**src/rtl/net_ovr_pkg.sv**
```systemverilog
// net_ovr_pkg: shared types, parameter checks and round-robin pick helper for the override arbiter
package net_ovr_pkg;
  typedef enum logic [1:0] {IDLE, OWN, GAP} state_t;
  localparam int MAX_REQ = 32;
  localparam int IDX_W = 5;
  typedef struct packed {
    logic valid;
    logic [IDX_W-1:0] idx;
  } pick_t;
  function automatic bit params_ok(input int num_req, input int max_hold, input int data_w);
    return num_req >= 2 && num_req <= MAX_REQ && max_hold >= 1 && data_w >= 1;
  endfunction
  function automatic pick_t rr_pick(input logic [MAX_REQ-1:0] req, input logic [IDX_W-1:0] ptr, input int n);
    pick_t p;
    int j;
    logic [IDX_W-1:0] jj;
    p = '0;
    for (int k = MAX_REQ - 1; k >= 0; k--) begin
      if (k < n) begin
        j = int'(ptr) + k;
        if (j >= n) j = j - n;
        jj = j[IDX_W-1:0];
        if (req[jj]) begin
          p.valid = 1'b1;
          p.idx = jj;
        end
      end
    end
    return p;
  endfunction
endpackage

```
**src/rtl/ovr_rr_pick.sv**
```systemverilog
// ovr_rr_pick: combinational round-robin picker, first asserted req at ptr, ptr+1, ... wrapping
module ovr_rr_pick
  import net_ovr_pkg::*;
#(
  parameter int N = 4,
  localparam int IW = $clog2(N)
) (
  input  logic [N-1:0]  req,
  input  logic [IW-1:0] ptr,
  output logic [IW-1:0] idx,
  output logic          valid
);
  pick_t p;
  // search from ptr upward, modulo N
  always_comb begin
    p = rr_pick(MAX_REQ'(req), IDX_W'(ptr), N);
    idx = IW'(p.idx);
    valid = p.valid;
  end
endmodule

```
**src/rtl/net_override_arbiter.sv**
```systemverilog
// net_override_arbiter: round-robin override of a shared net with fairness timeout
module net_override_arbiter
  import net_ovr_pkg::*;
#(
  parameter int NUM_REQ = 4,
  parameter int DATA_W = 8,
  parameter int MAX_HOLD = 4,
  localparam int IW = $clog2(NUM_REQ),
  localparam int CW = MAX_HOLD > 1 ? $clog2(MAX_HOLD) : 1
) (
  input  logic                            clk,
  input  logic                            rst_n,
  input  logic [DATA_W-1:0]               func_val,
  input  logic [NUM_REQ-1:0]              req,
  input  logic [NUM_REQ-1:0][DATA_W-1:0]  req_val,
  output logic [NUM_REQ-1:0]              grant,
  output logic [IW-1:0]                   owner_id,
  output logic                            override_active,
  output logic                            preempt,
  output logic [DATA_W-1:0]               out_val
);
  if (!params_ok(NUM_REQ, MAX_HOLD, DATA_W)) begin : g_bad_params
    $error("net_override_arbiter: invalid parameters");
  end
  state_t state, state_n;
  logic [IW-1:0] ptr, ptr_n, owner_n, idx, ptr_wrap;
  logic [CW-1:0] cnt, cnt_n;
  logic [NUM_REQ-1:0] grant_n;
  logic preempt_n, valid, own_req, others, at_max;
  ovr_rr_pick #(.N(NUM_REQ)) u_pick (
    .req(req),
    .ptr(ptr),
    .idx(idx),
    .valid(valid)
  );
  assign override_active = |grant;
  assign out_val = override_active ? req_val[owner_id] : func_val;
  assign own_req = |(req & grant);
  assign others = |(req & ~grant);
  assign at_max = cnt == CW'(MAX_HOLD - 1);
  assign ptr_wrap = owner_id == IW'(NUM_REQ - 1) ? '0 : owner_id + IW'(1);
  // next state: arbitrate in IDLE/GAP, count and release/preempt in OWN
  always_comb begin
    state_n = state;
    ptr_n = ptr;
    cnt_n = cnt;
    owner_n = owner_id;
    preempt_n = 1'b0;
    if (state == OWN) begin
      cnt_n = at_max ? cnt : cnt + CW'(1);
      if (!own_req || (at_max && others)) begin
        state_n = GAP;
        owner_n = '0;
        cnt_n = '0;
        preempt_n = own_req;
        ptr_n = ptr_wrap;
      end
    end else begin
      state_n = valid ? OWN : IDLE;
      owner_n = valid ? idx : '0;
      cnt_n = '0;
    end
    grant_n = state_n == OWN ? NUM_REQ'(1) << owner_n : '0;
  end
  // state, pointer, hold counter and registered outputs
  always_ff @(posedge clk or negedge rst_n) begin
    if (!rst_n) begin
      state <= IDLE;
      ptr <= '0;
      cnt <= '0;
      owner_id <= '0;
      grant <= '0;
      preempt <= 1'b0;
    end else begin
      state <= state_n;
      ptr <= ptr_n;
      cnt <= cnt_n;
      owner_id <= owner_n;
      grant <= grant_n;
      preempt <= preempt_n;
    end
  end
endmodule

```
**config.mk**
```make
export PLATFORM = sky130hd
export DESIGN_NAME = net_override_arbiter
export DESIGN_NICKNAME = d
export VERILOG_FILES = /design/src/rtl/net_ovr_pkg.sv /design/src/rtl/ovr_rr_pick.sv /design/src/rtl/net_override_arbiter.sv
export SDC_FILE = /design/constraint.sdc
export NUM_CORES = 1
export LEC_CHECK = 0
export CAP_MARGIN = 40
export CORE_MARGIN = 2
export CORE_UTILIZATION = 37
export CTS_CLUSTER_DIAMETER = 120
export DETAILED_ROUTE_END_ITERATION = 12
export PLACE_DENSITY = 0.81
export SLEW_MARGIN = 20
export SYNTH_ARGS = -nofsm -noshare
export SYNTH_HDL_FRONTEND = slang
export SYNTH_HIERARCHICAL = 1
export SYNTH_SLANG_ARGS = --single-unit
```
**constraint.sdc**
```tcl
create_clock -name clk -period 2.3 [get_ports clk]
set_input_delay 0.46 -clock clk [delete_from_list [all_inputs] [get_ports clk]]
set_output_delay 0.46 -clock clk [all_outputs]
set_load 0.02 [all_outputs]
```
==> reports/results.ini <==
[outcome]
result_of_the_run = finished clean

[layout]
post_route_cells_drive_above_1_share_pct = 35.0
finish.utilization_pct = 65.3
stdcell_count = 246
n_fill_cell = 271
syn2layout_area_growth_pct = 70.6
insertedDiodeCount = 0
fin_nets = 254

[synth]
xor_and_xnor_area_share_after_synthesis_pct = 0.691
synth-compound-area-share_pct = 12.8
synth-main-ff-cell = sky130_fd_sc_hd__dfrtp_1
syn-cell-area_sq_um = 1270
yosys_register_bits = 13
synth-seq-area-share_pct = 25.7
edff_count_synth = 0
yosys-mux-area-fraction_pct = 32.0
synth_top_family_by_area = multiplexers
syn_nets = 167
post_synth_num_cell_types = 41
synth-adder-area-share_pct = 6.91
avgSynthCellArea_sq_um = 11.1
syn_inst = 114
synth_warnings = 6
synth_area_in_simple_gates_pct = 18.9
synthArstFlopShare_pct = 100

[place]
port-buffer-count = 61
gp_routability_congestion = 0.840
pre_cts_slack_ps = -322
placed_cells_incl_taps = 241
dp_hpwl_mm = 3.06

[setup_path]
worst_setup_path_start_kind = flop
endpoint_required_time_on_the_critical_path_ps = 1840
end_kind = primary output
slowest_delay_ps = 480
crit_family = multiplexers
signal_arrival_time_at_the_worst_endpoint_ps = 1780
critical_path_class = flop to primary output
worstPathCellList = clkbuf_16 > mux4_2 > mux2_2 > buf_2
cpMaxStageDelayCell = sky130_fd_sc_hd__mux4_2
cp_num_buf_inv = 2
timing.critical_path.fanout_max = 4

[power]
power_density_over_the_cells_nw_per_um2 = 1140
power_switching_uw = 1100
cell_internal_pwr_uw = 1380
leakagePower_uw = 0.000947
switching_share_pct = 44.3
power.share.clock_pct = 5.7
power.sequential.fraction_pct = 16.4
p_comb_share_pct = 77.9
irDropWorstVdd_mv = 0.769

[global_routing]
grt_antenna_before_repair = 0
grt_pass1_vias = 1411
grt-ovfl-total = 0
pin_count_of_the_biggest_net_entering_global_routing = 14
global_route_wire_length_before_repair_mm = 6.28
global_route.usage.total_pct = 19.8

[drt]
ant_nets = 0
remaining_drc_errors = 0
post_drt_wl_per_cell_um = 16.0
routed_via_density = 5.16
postRouteWirelength_mm = 3.93
dr.first_iter.drc_count = 23
drt_pre_antenna_iters = 4
dr_total_vias = 1270

[floorplan]
initial_utilization_pct = 38.3
placeableCoreArea_sq_um = 3310
placement_rows = 21
floorplan.die.height_um = 62.5
die_w_um = 62.5
number_of_placed_i_o_pins = 62
fp.dieArea_sq_um = 3910

[timing]
hold_viol = 0
setup_viol = 0
max_freq_ghz = 0.447
slew_headroom_pct = 61.1
timing.final.crit_period_ps = 2240
finalWorstSetupSlack_ps = 60.4
finalMaxSlewViolations = 0
finClkSkew_ps = 3.96
hold_ws_ps = 543
tightest_slew_ps = 581
final_min_period_over_clock_period_pct = 97.4

[clock_network]
cts_setup_buffers = 0
worstSkewPairLatency_ps = 280
numCtsBuffers = 3
cts_tree = yes
cts_num_sinks = 13
cts-htree-levels = 1
cts_hold_repair_buffers = 0
clk_pin_slew_ps = 80
clock_path_buffers = 2
clk_root_buffer_cell = sky130_fd_sc_hd__clkbuf_4

[job]
max-cap-violations = 0

[min_path]
worstHoldPathType = input port to asynchronous set/reset pin

-- kinds of logic (layout without fill, tap and decap cells) --
group                    count (synthesis)  in the layout
buffers and inverters                    8             94
flip-flops                              13             13
AO/OA/AOI/OAI                           18             18
adder cells (fa/ha/maj)                  7              7
AND/OR/NAND/NOR                         42             42
multiplexers                            25             25
XOR/XNOR                                 1              1
-- synthesized netlist by cell type (all sizes together), types with 3 or more instances --
library cell / instances / area, sq um
a21oi: 4 / 31.3
dfrtp: 13 / 325
ha: 7 / 87.6
inv: 4 / 15.0
mux2: 12 / 146
mux2i: 3 / 30.0
mux4: 10 / 229
nand2: 7 / 28.8
nor2: 11 / 41.3
nor2b: 9 / 58.8
-- per-stage QoR --
step	total power [uW]	instance area, sq um	setup TNS (ps)
2_1_floorplan	1540	1270	0
3_3_place_gp	2200	2100	-2990
6_report	2470	2160	0
5_1_grt	2670	2160	-2.04
3_5_place_dp	2280	2100	-3720
4_1_cts	2340	2090	0
-- layer usage --
layer  up-vias  track usage (%)  share of wire, %  routed length, um
met2        40             38.8                56               2210
met3         9             2.52               5.0                198
li1        608                -                 -                  -
met4         0             6.67               2.2                 87
met1       613             21.6                36               1430
met5         -                0                 0                  0
-- flip-flops by register name, indices dropped and copies added, names as in the netlist --
register and flops:
preempt 1, state 2, cnt 2, grant 4, owner_id 2, ptr 2
-- final cells by class --
cell class                      instances  area [sq um]  share of cell area, %
Sequential cell                        13           327                   15.1
Inverter                                4          15.0                  0.694
Clock buffer                            4          26.3                   1.22
Timing Repair Buffer                   86           810                   37.4
Multi-Input combinational cell         93           927                   42.9
Tap cell                               46          57.6                   2.66
-- worst paths after layout --
check / startpoint / to / slack (ps) / cells after the start
worst max-delay path: owner_id[0] / out_val[7] / 60 / 4
worst min-delay path: rst_n / owner_id[1] / 540 / 1
worst max register to register: ptr[0] / owner_id[1] / 170 / 9
worst min register to register: cnt[1] / cnt[1] / 550 / 2
max in group asynchronous: rst_n / owner_id[0] / 1350 / 1
min in group clk: cnt[1] / cnt[1] / 550 / 2
-- cell usage in the layout, fill, tap and decap left out, drive strengths merged, types with 2 or more instances in the layout --
cell,synthesis,routed
mux2i,3,3
nor3,2,2
and3,2,2
nor3b,2,2
nor2b,9,9
a22oi,2,2
clkbuf,2,5
a211oi,2,2
dfrtp,13,13
nand2b,2,2
a21oi,4,4
nand3,2,2
inv,4,4
mux2,12,12
nor2,11,11
dlymetal6s2s,0,3
a221o,2,2
nand2,7,7
ha,7,7
clkdlybuf4s50,0,50
mux4,10,10
buf,2,32
-- repair_timing --
action / 4_1_cts / 5_1_grt
gates cloned: 0 / 1
endpoints found under the setup margin: 8 / 8
pin swaps: 0 / 0
resized for setup: 32 / 15
-- worst register-to-register path, cell delays in order (launching register included) --
cell and delay, ps:
sky130_fd_sc_hd__dfrtp_1 430, sky130_fd_sc_hd__buf_4 170, sky130_fd_sc_hd__ha_1 180, sky130_fd_sc_hd__nand2b_1 200
sky130_fd_sc_hd__a221o_1 360, sky130_fd_sc_hd__nand4_1 90, sky130_fd_sc_hd__nand3_1 130, sky130_fd_sc_hd__and3_1 220
sky130_fd_sc_hd__a21oi_2 160, sky130_fd_sc_hd__nor2_1 70
-- power by group through the flow --
stage / Sequential, uW / Combinational [uW] / Clock (uW)
after floorplan: 431 / 1110 / 0
after global placement: 393 / 1810 / 0
after detailed placement: 399 / 1880 / 0
after CTS: 395 / 1800 / 144
after global routing: 417 / 2100 / 154
final: 405 / 1930 / 141
Note: power is estimated with default switching activity, not from simulation.
